<file path="config.mk">
export PLATFORM = sky130hd
export DESIGN_NAME = dmem_lsu
export DESIGN_NICKNAME = d
export VERILOG_FILES = /design/src/rtl/dmem_lsu.sv
export SDC_FILE = /design/constraint.sdc
export NUM_CORES = 1
export LEC_CHECK = 0
export BUFFER_PORTS_ARGS = -buffer_cell sky130_fd_sc_hd__buf_4
export CORE_UTILIZATION = 30
export CTS_CLUSTER_SIZE = 8
export DETAILED_ROUTE_END_ITERATION = 10
export PLACE_DENSITY = 0.65
export SLEW_MARGIN = 10
export SYNTH_ARGS = -nofsm -noshare
export SYNTH_HDL_FRONTEND = slang
export SYNTH_SLANG_ARGS = --single-unit
</file>
<file path="constraint.sdc">
create_clock -name clk -period 1.93 [get_ports clk]
set_clock_uncertainty 0.1 [all_clocks]
set_input_delay 0.193 -clock clk [delete_from_list [all_inputs] [get_ports clk]]
set_output_delay 0.193 -clock clk [all_outputs]
set_load 0.01 [all_outputs]
</file>
<file path="src/rtl/dmem_lsu.sv">
// Load/store unit between a pipeline request port and four byte-lane data
// memories with a one-cycle synchronous read.
// Option: define DMEM_LSU_MISALIGN_EN to report misaligned half/word
// accesses as errors. Left undefined, the low address bits that a half or
// word access cannot use are ignored.
module dmem_lsu #(
  parameter int ADDR_W = 16
) (
  input  logic        clk,
  input  logic        rst,
  input  logic        req_valid,
  output logic        req_ready,
  input  logic        req_we,
  input  logic [1:0]  req_size,
  input  logic        req_unsigned,
  input  logic [31:0] req_addr,
  input  logic [31:0] req_wdata,
  output logic        rsp_valid,
  output logic [31:0] rsp_rdata,
  output logic        rsp_err,
  output logic [3:0]  mem_we,
  output logic [31:0] mem_addr,
  output logic [31:0] mem_wdata,
  input  logic [31:0] mem_rdata
);

  typedef enum logic [1:0] {IDLE, LWAIT, RESP} state_t;

  state_t      state, state_nxt;
  logic        accept;
  logic        size_err, range_err, align_err, req_err;
  logic [3:0]  lane_we;
  logic [1:0]  addr_q;
  logic [1:0]  size_q;
  logic        unsigned_q;
  logic [7:0]  byte_sel;
  logic [15:0] half_sel;
  logic [31:0] load_data;

  assign accept    = req_valid && (state == IDLE);
  assign req_ready = (state == IDLE);
  assign rsp_valid = (state == RESP);
  assign mem_addr  = req_addr;

  assign size_err  = (req_size == 2'b11);
  assign range_err = |req_addr[31:ADDR_W];
`ifdef DMEM_LSU_MISALIGN_EN
  assign align_err = ((req_size == 2'b01) && req_addr[0]) ||
                     ((req_size == 2'b10) && (req_addr[1:0] != 2'b00));
`else
  assign align_err = 1'b0;
`endif
  assign req_err = size_err || range_err || align_err;

  // Replicate store data across the lanes and pick the lanes to write.
  always_comb begin
    // NOTE: every always_comb output gets a default first so no path leaves it unassigned (no latch).
    lane_we   = 4'b0000;
    mem_wdata = req_wdata;
    case (req_size)
      2'b00: begin
        mem_wdata = {4{req_wdata[7:0]}};
        lane_we   = 4'b0001 << req_addr[1:0];
      end
      2'b01: begin
        mem_wdata = {2{req_wdata[15:0]}};
        lane_we   = req_addr[1] ? 4'b1100 : 4'b0011;
      end
      2'b10: lane_we = 4'b1111;
      default: lane_we = 4'b0000;
    endcase
  end

  // Lanes are written only in the accept cycle of an error-free store, never during reset.
  assign mem_we = (accept && req_we && !req_err && !rst) ? lane_we : 4'b0000;

  // Align and extend the lane data returned for the captured load.
  always_comb begin
    byte_sel  = mem_rdata[{addr_q, 3'b000} +: 8];
    half_sel  = addr_q[1] ? mem_rdata[31:16] : mem_rdata[15:0];
    load_data = mem_rdata;
    case (size_q)
      2'b00:   load_data = {{24{byte_sel[7] & ~unsigned_q}}, byte_sel};
      2'b01:   load_data = {{16{half_sel[15] & ~unsigned_q}}, half_sel};
      default: load_data = mem_rdata;
    endcase
  end

  // State register; reset aborts any access in flight.
  always_ff @(posedge clk or posedge rst) begin
    // NOTE: sequential state uses non-blocking (<=) so every flop samples pre-edge values.
    if (rst) state <= IDLE;
    else     state <= state_nxt;
  end

  // Next state: stores and errors respond next cycle, loads wait one cycle for lane data.
  always_comb begin
    state_nxt = state;
    case (state)
      IDLE: begin
        if (accept) begin
          if (req_err || req_we) state_nxt = RESP;
          else                   state_nxt = LWAIT;
        end
      end
      LWAIT:   state_nxt = RESP;
      RESP:    state_nxt = IDLE;
      default: state_nxt = IDLE;
    endcase
  end

  // Capture request attributes at accept and the response payload for RESP.
  always_ff @(posedge clk or posedge rst) begin
    if (rst) begin
      addr_q     <= 2'b00;
      size_q     <= 2'b00;
      unsigned_q <= 1'b0;
      rsp_rdata  <= 32'h0;
      rsp_err    <= 1'b0;
    end else begin
      if (accept) begin
        addr_q     <= req_addr[1:0];
        size_q     <= req_size;
        unsigned_q <= req_unsigned;
        if (req_err || req_we) begin
          rsp_rdata <= 32'h0;
          rsp_err   <= req_err;
        end
      end
      if (state == LWAIT) begin
        rsp_rdata <= load_data;
        rsp_err   <= 1'b0;
      end
    end
  end

endmodule
</file>
* After elaboration in Yosys (flattened, before gate mapping)
Cells that the tools add are included.
** Word-level totals
- Word-level logic and storage cells :: 48
- Flip-flop bits (word level) :: 40
- Output and inout bits :: 103
- Bits of input ports :: 103
** Cells by class
- Eq/ne operators :: 7
- Shifts and indexed selects :: 2
- Reductions and logical operators :: 15
- Multiplexer cells :: 15
- Bitwise operators :: 3
** Operator list (number)
- 32-bit case mux with 2 select lines :: 2
- 32-bit two-way mux :: 3
- 32-bit by 6-bit variable part select with 8-bit output :: 1
- 16-bit two-way mux :: 1
- 16-bit OR reduction :: 1
- 4-bit case mux with 3 select lines :: 1
- 4-bit two-way mux :: 2
- 2-bit by 1-bit == test with 1-bit output, second input constant :: 3
- 2-bit == test, second input constant :: 3
- 2-bit logical NOT :: 3
- 1-bit logical AND :: 4
- 2-bit two-way mux :: 2
- 2-bit case mux with 2 select lines :: 1
- 2-bit nonzero test :: 2
- 1-bit by 2-bit left shift with 4-bit output, first input constant :: 1
- 1-bit two-way mux :: 3
- 1-bit AND :: 2
- 1-bit logical NOT :: 2
- 1-bit logical OR :: 2
- 2-bit by 1-bit inequality test with 1-bit output, second input constant :: 1
- 2-bit AND reduction :: 1
- 1-bit inverter :: 1

* Depth between registers and ports, before layout
Gate-level depths: netlist of run 1.
- Word-level depth :: 6
- Depth in mapped cells :: 6
- Depth with buffers taken out :: 4

* Worst setup path before layout of run 1
No wires, ideal clock.
- Path kind :: input -> output
- From :: input port rst
- To :: output port mem_we[0]
- Stages :: 4
- Path slack :: -0.240 ns
- Path buffers :: 0
- Required time :: 1.637 ns
- Arrival :: 1.877 ns
- Path through :: inv_1 nand3_1 or4_1 a21oi_1
** On the way
- Word-level cells in the longest chain between the ends :: 3
** Ends and longest elaborated chain
- start, declared :: line 10 : input logic rst,
- 1-bit logical NOT (no source line)
- 1-bit logical AND :: line 75 : assign mem_we = (accept && req_we && !req_err && !rst) ? lane_we : 4'b0000;
- 4-bit two-way mux :: line 75
- end, declared :: line 21 : output logic [3:0] mem_we,
Every way passes these cells.

* Final worst setup path of run 1
- From :: register state[1]
- To :: output port mem_we[0]
** On the way
- Word-level cells in the longest chain between the ends :: 6
** Ends and longest elaborated chain
- start, declared :: line 29 : state_t state, state_nxt;
- start signal, assigned :: line 93 : else state <= state_nxt;
- 2-bit logical NOT :: line 40 : assign accept = req_valid && (state == IDLE);
- 1-bit logical AND :: line 40
- 1-bit logical AND (3 in series) :: line 75
- 4-bit two-way mux :: line 75
Every way passes these cells.

==> results of run 1 <==
[synth_stat cells (4+ instances only)]
cell type                    n  area [um^2]
sky130_fd_sc_hd__nor2_1     13         48.8
sky130_fd_sc_hd__o21ai_0    19         95.1
sky130_fd_sc_hd__a221o_1    17          170
sky130_fd_sc_hd__mux2i_1     9         90.1
sky130_fd_sc_hd__dfrtp_1    40         1000
sky130_fd_sc_hd__nor4_1      4         25.0
sky130_fd_sc_hd__inv_1      14         52.6
sky130_fd_sc_hd__nand2_1    31          116
sky130_fd_sc_hd__o22ai_1     9         56.3
sky130_fd_sc_hd__nor2b_1    11         68.8
sky130_fd_sc_hd__nand3b_1    7         52.6
sky130_fd_sc_hd__a21oi_1    19         95.1
sky130_fd_sc_hd__o211ai_1    7         52.6
sky130_fd_sc_hd__clkbuf_1   13         48.8
sky130_fd_sc_hd__a22o_1      8         70.1
sky130_fd_sc_hd__nand2b_1    4         25.0
sky130_fd_sc_hd__o2bb2ai_1   8         70.1
sky130_fd_sc_hd__buf_4      40          300
sky130_fd_sc_hd__buf_2       5         25.0
sky130_fd_sc_hd__mux2_2     16          180
[flip-flops by register name, indices dropped and copies added, names as in the netlist]
name,flops
rsp_err,1
addr_q,2
rsp_rdata,32
unsigned_q,1
state,2
size_q,2
[critical path, stage by stage (launching register included)]
cell and delay, ns:
sky130_fd_sc_hd__dfrtp_1 0.39, sky130_fd_sc_hd__nor2_2 0.15, sky130_fd_sc_hd__nand2_2 0.08, sky130_fd_sc_hd__or4_4 0.46
sky130_fd_sc_hd__a21oi_2 0.13, sky130_fd_sc_hd__buf_4 0.13
[how the worst min path moves through the flow]
stage                          to  slack (ns)  cells after the start
floorplan               addr_q[0]        0.08                      1
global placement      mem_addr[2]        0.29                      0
detailed placement    mem_addr[2]        0.29                      0
CTS                 rsp_rdata[28]       0.008                      3
global route             state[0]        0.02                      2
finish              rsp_rdata[28]       -0.03                      3
[timing repair]
item                                    CTS  global route
endpoints found under the setup margin    4            21
pin swaps                                 3             2
hold endpoints to repair                  0             0
gates resized for setup                   9             5
gates cloned                              0             0
buffers inserted                          2             0
[through the flow]
step / hold WS (ns) / instances / utilization [%] / setup WS (ns) / total power [uW]
2_1_floorplan: 0.0762 / 318 / - / 0.0657 / 1310
3_3_place_gp: 0.286 / 582 / 44.7 / -0.000801 / 1610
3_5_place_dp: 0.286 / 582 / 44.7 / -0.0651 / 1630
4_1_cts: 0.00849 / 592 / 46.5 / 0.000773 / 2320
5_1_grt: 0.0215 / 592 / 46.6 / -0.0609 / 2420
6_report: -0.0273 / 592 / 46.6 / 0.00499 / 2300
[layout make-up]
class                           count  area [um^2]
Clock buffer                        6         72.6
Clock inverter                      2         35.0
Fill cell                         882         4930
Inverter                           14         56.3
Multi-Input combinational cell    201         1460
Sequential cell                    40         1000
Tap cell                          129          161
Timing Repair Buffer              200         1530
[metal layers]
layer  up-vias  global-route usage (%)
li1       1402                       -
met1      1398                    21.0
met2       132                    34.6
met3        15                    3.76
met4         0                    4.52
met5         -                       0
[power by group]
group,switching [uW],internal [uW],leakage [uW]
Sequential,20.7,854,0.000545
Combinational,371,381,0.00153
Clock,293,384,0.0000552
[logic make-up after synthesis]
logic type / Yosys count / synth area share [%]
buffers and inverters: 77 / 16.3
multiplexers: 26 / 10.2
flip-flops: 40 / 34.8
AND/OR/NAND/NOR: 80 / 14.3
AO/OA/AOI/OAI: 95 / 24.3
==> impl_metrics.toml, run 1 <==
[layout]
layout-drive-gt1-share_pct = 52.3
antenna-diode-count = 0
flow.area_growth_from_synthesis_pct = 50.0
postLayoutCellArea_um2 = 4310
final_nets = 565
commonest_non_fill_non_tap_cell_in_the_layout = "sky130_fd_sc_hd__buf_4"
final_cell_mix = "sky130_fd_sc_hd__buf_4, sky130_fd_sc_hd__dfrtp_1, sky130_fd_sc_hd__nand2_1"

[placement]
dp_hpwl_um = 7470
place.port_buffers = 177
dpl_cell_area_um2 = 4130
weighted_congestion_at_the_end_of_routability_driven_global_placement = 0.809

[clock_network]
tritoncts_clock_tree = "done"
clock_path_buffers = 2
cts-root-buf = "sky130_fd_sc_hd__clkbuf_8"
numClockSinks = 40
cts_buffers = 5
ctsHoldBuffers = 0
worst_skew_pair_later_pin_latency_ns = 0.29
clock_pin_slew_on_the_worst_setup_and_hold_paths_ns = 0.08
h-tree-depth = 2

[synth]
postSynthCellCount = 318
synth.cell_area_um2 = 2870
synth_fp_nets = 421
synth_enable_flop_cells = 0
distinct_cell_type_count_after_synthesis = 37
postSynthRegisterBits = 40
async_flop_share_pct = 100
ys_warn_count = 0
ys_dominant_reg_cell = "sky130_fd_sc_hd__dfrtp_1"
synth_seq_area_share_pct = 34.8
synthesized_area_divided_by_synthesized_cell_count_um2 = 9.03

[timing]
final.hold.worst_slack_ns = -0.0273
grt_setup_unrepaired = "yes"
fin_setup_tns_ns = 0
report.final.hold_viol_count = 40
total_count_of_max_transition_violations_in_the_final_report = 0
period_share_pct = 99.7
worstMarginPinSlew_ns = 0.552
worst_slew_margin_rel_pct = 63.1
setup_violations = 0
clock.fmax_mhz = 519
finalCriticalPeriod_ns = 1.93

[critical_path]
critPathMaxFanout = 4
worst_ep_arrival_ns = 1.63
reg2reg_from = "addr_q[1]"
critical_path_class = "reg -> out"
critical_path.startpoint = "state[1]"
critPathLaunchType = "flip-flop"
worstReg2RegEnd = "rsp_rdata[15]"
endpoint_type_of_the_worst_setup_path = "primary output"
crit_path_end = "mem_we[0]"
reg2reg_setup_slack_ns = 0.08
crit_required_ns = 1.64
worst_r2r_path_depth = 4

[job]
maxCapViolations = 0

[hold_path]
min-delay-path-class = "in -> async"

[pwr]
irDropWorstVdd_v = 0.000344
total_leakage_power_uw = 0.00213
pwr_density_cell_nw_per_um2 = 535

[grt]
maximum_number_of_pins_on_one_net_before_global_route_repair = 41
grt-ovfl-total = 0
grt_pass1_wl_um = 14400
vias_in_the_first_global_route = 2915
global_route.usage.total_pct = 18.3
antenna_found_initial = 0

[floorplan]
chipWidth_um = 99.9
die_area_um2 = 9970
ios = 206
area_of_the_core_region_um2 = 9240
num_rows = 35
die_y_um = 99.9
floorplan.initialDensity_pct = 31.1

[routing]
finalWirelength_um = 9430
drc_violations = 0
wl_met2_um = 5000
route.met3.wl_um = 626
ant_nets = 0
drtPass1Iterations = 4
maxUsedRoutingLayer = "met4"
total_number_of_vias = 2947
drtIter0Drc = 131
wl_met1_um = 3660
wire_length_per_cell_um = 15.9
detail_route.vias_per_cell = 4.98

[status]
run_status = "finished, violations left"
failed_checks = "hold timing"
Note: power is estimated with default switching activity, not from simulation.
==> run 2: changes to the inputs <==
--- a/config.mk
+++ b/config.mk
@@ -10,6 +10,7 @@
 export CTS_CLUSTER_SIZE = 8
 export DETAILED_ROUTE_END_ITERATION = 10
 export PLACE_DENSITY = 0.65
+export REMOVE_ABC_BUFFERS = 1
 export SLEW_MARGIN = 10
 export SYNTH_ARGS = -nofsm -noshare
 export SYNTH_HDL_FRONTEND = slang
==> constraint.sdc (replaced) <==
create_clock -name clk -period 1.93 [get_ports clk]
set_clock_uncertainty 0.1 [all_clocks]
set_input_delay 0.0965 -clock clk [delete_from_list [all_inputs] [get_ports clk]]
set_output_delay 0.0965 -clock clk [all_outputs]
set_load 0.01 [all_outputs]
==> impl_metrics.toml, run 2 (synthesis gave the netlist of run 1 again) <==
[pwr]
pwr_density_cell_nw_per_um2 = 492
irDropWorstVdd_v = 0.000305
total_leakage_power_uw = 0.00221

[floorplan]
die_y_um = 99.9
ios = 206
area_of_the_core_region_um2 = 9240
chipWidth_um = 99.9
floorplan.initialDensity_pct = 31.1
num_rows = 35
die_area_um2 = 9970

[clock_network]
worst_skew_pair_later_pin_latency_ns = 0.29
numClockSinks = 40
tritoncts_clock_tree = "done"
h-tree-depth = 2
cts-root-buf = "sky130_fd_sc_hd__clkbuf_8"
clock_pin_slew_on_the_worst_setup_and_hold_paths_ns = 0.08
cts_buffers = 5
clock_path_buffers = 2

[hold_path]
hold_path_depth = 3
min-delay-path-class = "in -> reg"

[layout]
multi_input_comb_area_um2 = 1440
commonest_non_fill_non_tap_cell_in_the_layout = "sky130_fd_sc_hd__buf_4"
largest_register = "rsp_rdata"
final_nets = 587
layout-drive-gt1-share_pct = 48.7
post-route-util_pct = 48.7
final_cell_mix = "sky130_fd_sc_hd__buf_4, sky130_fd_sc_hd__dfrtp_1, sky130_fd_sc_hd__nand2_1"
antenna-diode-count = 0
num-fill-cells = 905
largest_reg_flops = 32
postLayoutCellArea_um2 = 4500
flow.area_growth_from_synthesis_pct = 56.6
ff_latch_area_um2 = 1000

[routing]
ant_nets = 0
finalWirelength_um = 9960
total_number_of_vias = 3061
detail_route.vias_per_cell = 4.99
drtPass1Iterations = 4
wire_length_per_cell_um = 16.2
drc_violations = 0
drtIter0Drc = 110

[timing]
clock.fmax_mhz = 539
finalCriticalPeriod_ns = 1.86
report.final.hold_viol_count = 0
period_share_pct = 96.2
fin_setup_tns_ns = 0
setup_violations = 0
worst_slew_margin_rel_pct = 64.8
total_count_of_max_transition_violations_in_the_final_report = 0
worstMarginPinSlew_ns = 0.528

[critical_path]
critPathMaxFanout = 4
critPathLaunchType = "flip-flop"
crit_required_ns = 1.73
worst_r2r_path_depth = 6
critical_path_class = "reg -> out"
worst_ep_arrival_ns = 1.66
endpoint_type_of_the_worst_setup_path = "primary output"

[placement]
weighted_congestion_at_the_end_of_routability_driven_global_placement = 0.802
dp_hpwl_um = 7560
place.port_buffers = 177
dpl_cell_area_um2 = 4090

[grt]
grt_pass1_wl_um = 15200
maximum_number_of_pins_on_one_net_before_global_route_repair = 41
grt-ovfl-total = 0
vias_in_the_first_global_route = 3067
global_route.usage.total_pct = 19.5
antenna_found_initial = 0

[job]
maxCapViolations = 0

[status]
run_status = "finished clean"
run 2: critical path, cell delays in order, from the launching register on:
cell and delay [ns]:
sky130_fd_sc_hd__dfrtp_1 0.41, sky130_fd_sc_hd__nor2_2 0.14, sky130_fd_sc_hd__nand2_1 0.09, sky130_fd_sc_hd__or4_4 0.47
sky130_fd_sc_hd__nor2_1 0.13, sky130_fd_sc_hd__buf_4 0.13
run 2: report_power, final:
| part | internal, uW | switching [uW] | total, uW |
|---|---|---|---|
| Combinational | 404 | 368 | 773 |
| Clock | 252 | 311 | 563 |
| Sequential | 854 | 24.4 | 879 |
run 2: per-layer routing:
metal,global-route usage (%),vias to the layer above,wire length (um),part of all wire [%]
met5,0,-,0,0
met4,2.71,0,38,0.38
met3,5.78,4,920,9.2
met2,37.3,163,5300,53
met1,21.6,1453,3700,37
li1,-,1441,-,-
run 2: timing repair:
| action | CTS | global route |
|---|---|---|
| hold endpoints to repair | 65 | 0 |
| resized for setup | 2 | 10 |
| cloned | 0 | 0 |
| pin swaps | 0 | 2 |
| buffers inserted | 2 | 2 |
| setup endpoints to repair | 4 | 27 |
| hold buffers | 26 | 0 |
run 2: final timing paths:
kind	startpoint	endpoint	slack, ns
worst max-delay path	state[0]	mem_we[2]	0.07
worst min register to register	rsp_rdata[5]	rsp_rdata[5]	0.39
min in group asynchronous	rst	addr_q[0]	0.35
worst min-delay path	mem_rdata[6]	rsp_rdata[6]	0.04
worst max register to register	state[1]	rsp_rdata[18]	0.13
max in group asynchronous	rst	rsp_rdata[30]	1.01
run 2: area by class of cell:
type | count | area share, %
Inverter | 14 | 1.22
Multi-Input combinational cell | 201 | 31.9
Clock inverter | 3 | 0.417
Timing Repair Buffer | 222 | 39.1
Tap cell | 129 | 3.59
Sequential cell | 40 | 22.3
Clock buffer | 5 | 1.53
run 2: through the flow:
stage	hold WS [ns]	total power (uW)	std cells	worst slack [ns]
detailed placement	0.0931	1620	577	0.149
finish	0.0360	2210	614	0.0730
global route	0.0339	2340	614	-0.0151
floorplan	0.0692	1190	255	-0.236
CTS	0.0277	2230	613	0.00272
global placement	0.0931	1610	577	0.153
==> run 3: changes to the inputs <==
--- a/config.mk
+++ b/config.mk
@@ -5,11 +5,13 @@
 export SDC_FILE = /design/constraint.sdc
 export NUM_CORES = 1
 export LEC_CHECK = 0
+export ABC_AREA = 1
 export BUFFER_PORTS_ARGS = -buffer_cell sky130_fd_sc_hd__buf_4
+export CORE_ASPECT_RATIO = 0.8
 export CORE_UTILIZATION = 30
 export CTS_CLUSTER_SIZE = 8
 export DETAILED_ROUTE_END_ITERATION = 10
-export PLACE_DENSITY = 0.65
+export PLACE_DENSITY = 0.64
 export REMOVE_ABC_BUFFERS = 1
 export SLEW_MARGIN = 10
 export SYNTH_ARGS = -nofsm -noshare
==> impl_metrics.toml, run 3 <==
[status]
run_status = "finished clean"

[floorplan]
floorplan.initialDensity_pct = 31.4
die_y_um = 92.8
area_of_the_core_region_um2 = 9850
ios = 206
num_rows = 32
die_area_um2 = 10700
chipWidth_um = 116

[layout]
largest_reg_flops = 32
post-route-util_pct = 45.3
final_nets = 705
final_cell_mix = "sky130_fd_sc_hd__buf_4, sky130_fd_sc_hd__nand2_1, sky130_fd_sc_hd__nand3_1"
layout-drive-gt1-share_pct = 35.8
largest_register = "rsp_rdata"
flow.area_growth_from_synthesis_pct = 44.2
commonest_non_fill_non_tap_cell_in_the_layout = "sky130_fd_sc_hd__buf_4"
antenna-diode-count = 0
num-fill-cells = 1022

[critical_path]
endpoint_type_of_the_worst_setup_path = "primary output"
reg2reg_from = "state[1]"
worst_r2r_path_depth = 7
critical_path.startpoint = "state[1]"
crit_required_ns = 1.73
cp_cell_sequence = "nor2_2 > nand2_1 > nor3_1 > nand4_1 > nor2_1 > buf_4"
critical_path_class = "reg -> out"
critPathLaunchType = "flip-flop"
critPathMaxFanout = 4
slowest_stage = "sky130_fd_sc_hd__dfrtp_1"
critical_path.max_stage_delay_ns = 0.40
worst_ep_arrival_ns = 1.60

[clock_network]
h-tree-depth = 2
numClockSinks = 40
clock_path_buffers = 2
tritoncts_clock_tree = "done"
cts_buffers = 5
clock_pin_slew_on_the_worst_setup_and_hold_paths_ns = 0.06
worst_skew_pair_later_pin_latency_ns = 0.28
cts-root-buf = "sky130_fd_sc_hd__clkbuf_16"

[timing]
report.final.hold_viol_count = 0
total_count_of_max_transition_violations_in_the_final_report = 0
worst_slack_ns = 0.138
fin_setup_tns_ns = 0
worstMarginPinSlew_ns = 0.510
worst_slew_margin_rel_pct = 66.0
finalCriticalPeriod_ns = 1.79
period_share_pct = 92.8
clock.fmax_mhz = 558
setup_violations = 0

[grt]
antenna_found_initial = 0
vias_in_the_first_global_route = 3405
grt_pass1_wl_um = 16600
global_route.usage.total_pct = 19.9
grt-ovfl-total = 0
maximum_number_of_pins_on_one_net_before_global_route_repair = 41

[synth]
synth-xor-area-share_pct = 0
synth_seq_area_share_pct = 32.3
async_flop_share_pct = 100
distinct_cell_type_count_after_synthesis = 29
synth-compound-area-share_pct = 11.1
ys_warn_count = 0
synth_common_cells = "sky130_fd_sc_hd__nand2_1, sky130_fd_sc_hd__nand3_1, sky130_fd_sc_hd__buf_4"
synth_simple_gate_area_share_pct = 38.5
synth_enable_flop_cells = 0
netlist_top_cells_area = "sky130_fd_sc_hd__dfrtp_1, sky130_fd_sc_hd__nand2_1, sky130_fd_sc_hd__buf_4, sky130_fd_sc_hd__nand3_1, sky130_fd_sc_hd__o21ai_0"
synthMuxAreaShare_pct = 0
postSynthCellCount = 465
synth_fa_ha_area_share_pct = 0
main_combinational_cell_family_by_area_after_synthesis = "simple AND/OR/NAND/NOR gates"
postSynthRegisterBits = 40
synth.cell_area_um2 = 3090
netlist.top_cell.by_area = "sky130_fd_sc_hd__dfrtp_1"
ys_dominant_reg_cell = "sky130_fd_sc_hd__dfrtp_1"
synthesized_area_divided_by_synthesized_cell_count_um2 = 6.65
synth_top_cell_area_share_pct = 32.3
synthMostInstantiatedCell = "sky130_fd_sc_hd__nand2_1"

[pwr]
irDropWorstVdd_v = 0.000312
total_leakage_power_uw = 0.00254
pwr_density_cell_nw_per_um2 = 575

[routing]
drtPass1Iterations = 4
finalWirelength_um = 10600
total_number_of_vias = 3504
drtIter0Drc = 254
wire_length_per_cell_um = 14.3
ant_nets = 0
drc_violations = 0
detail_route.vias_per_cell = 4.74

[placement]
place_worst_setup_slack_ns = 0.350
place.port_buffers = 177
weighted_congestion_at_the_end_of_routability_driven_global_placement = 0.832
dp_hpwl_um = 8350

[job]
maxCapViolations = 0

[hold_path]
min-delay-start = "req_addr[0]"
hold_path_depth = 3
min-delay-path-class = "in -> reg"
run 3: cell count changes in the layout (fill, tap and decap cells not counted), sizes merged, moves of 9 or more:
cell | previous run | this run
a21oi | 19 | 9
a221o | 17 | 0
dlygate4sd3 | 26 | 2
inv | 14 | 33
mux2 | 16 | 0
mux2i | 9 | 0
nand2 | 31 | 176
nand3 | 2 | 45
nor2 | 13 | 23
nor2b | 11 | 0
o21ai | 19 | 41
o22ai | 9 | 0
run 3: kinds of logic (layout without fill, tap and decap cells):
family | Yosys count | after routing
AND/OR/NAND/NOR | 265 | 265
AO/OA/AOI/OAI | 63 | 63
buffers and inverters | 97 | 235
flip-flops | 40 | 40
run 3: area by class of cell:
class	count	area [um^2]	area share, %
Multi-Input combinational cell	328	1540	34.4
Timing Repair Buffer	194	1470	33.0
Sequential cell	40	1000	22.4
Tap cell	136	170	3.81
Inverter	33	131	2.95
Clock buffer	5	125	2.81
Clock inverter	3	23.8	0.533
run 3: layer usage:
metal,GRT usage (%),routed length [um],up-vias
met5,0,0,-
met4,3.14,122,0
met3,7.40,1040,12
met2,35.4,5160,155
met1,22.7,4240,1611
li1,-,-,1726
run 3: critical path: cells and delay by family, from the launching register on:
kind                   cells  cell delay (ns)
buffers and inverters      1             0.14
flip-flops                 1             0.40
AND/OR/NAND/NOR            5             0.76
run 3: final timing paths:
| check | endpoint | slack (ns) |
|---|---|---|
| worst max register to register | rsp_rdata[4] | 0.32 |
| min in group asynchronous | state[0] | 0.40 |
| worst max-delay path | mem_we[3] | 0.14 |
| max in group asynchronous | rsp_rdata[7] | 0.96 |
| worst min-delay path | addr_q[0] | 0.02 |
| worst min register to register | rsp_rdata[9] | 0.40 |
run 3: per-stage QoR:
| stage | instance area [um^2] | power [uW] | std cells | hold slack [ns] |
|---|---|---|---|---|
| finish | 4460 | 2560 | 739 | 0.0237 |
| global route | 4460 | 2720 | 739 | 0.0376 |
| CTS | 4440 | 2590 | 737 | 0.0201 |
| detailed placement | 4270 | 1740 | 727 | 0.0931 |
| global placement | 4270 | 1730 | 727 | 0.0931 |
| floorplan | 2670 | 1290 | 401 | 0.0930 |
run 3: where the power goes:
group / switching, uW / internal [uW]
clock network: 352 / 481
logic: 475 / 381
registers: 19.1 / 856
run 3: what timing repair did:
action	4_1_cts	5_1_grt
endpoints found under the hold margin	41	0
endpoints found under the setup margin	0	2
resized for setup	0	1
buffers inserted	0	2
hold buffers	2	0
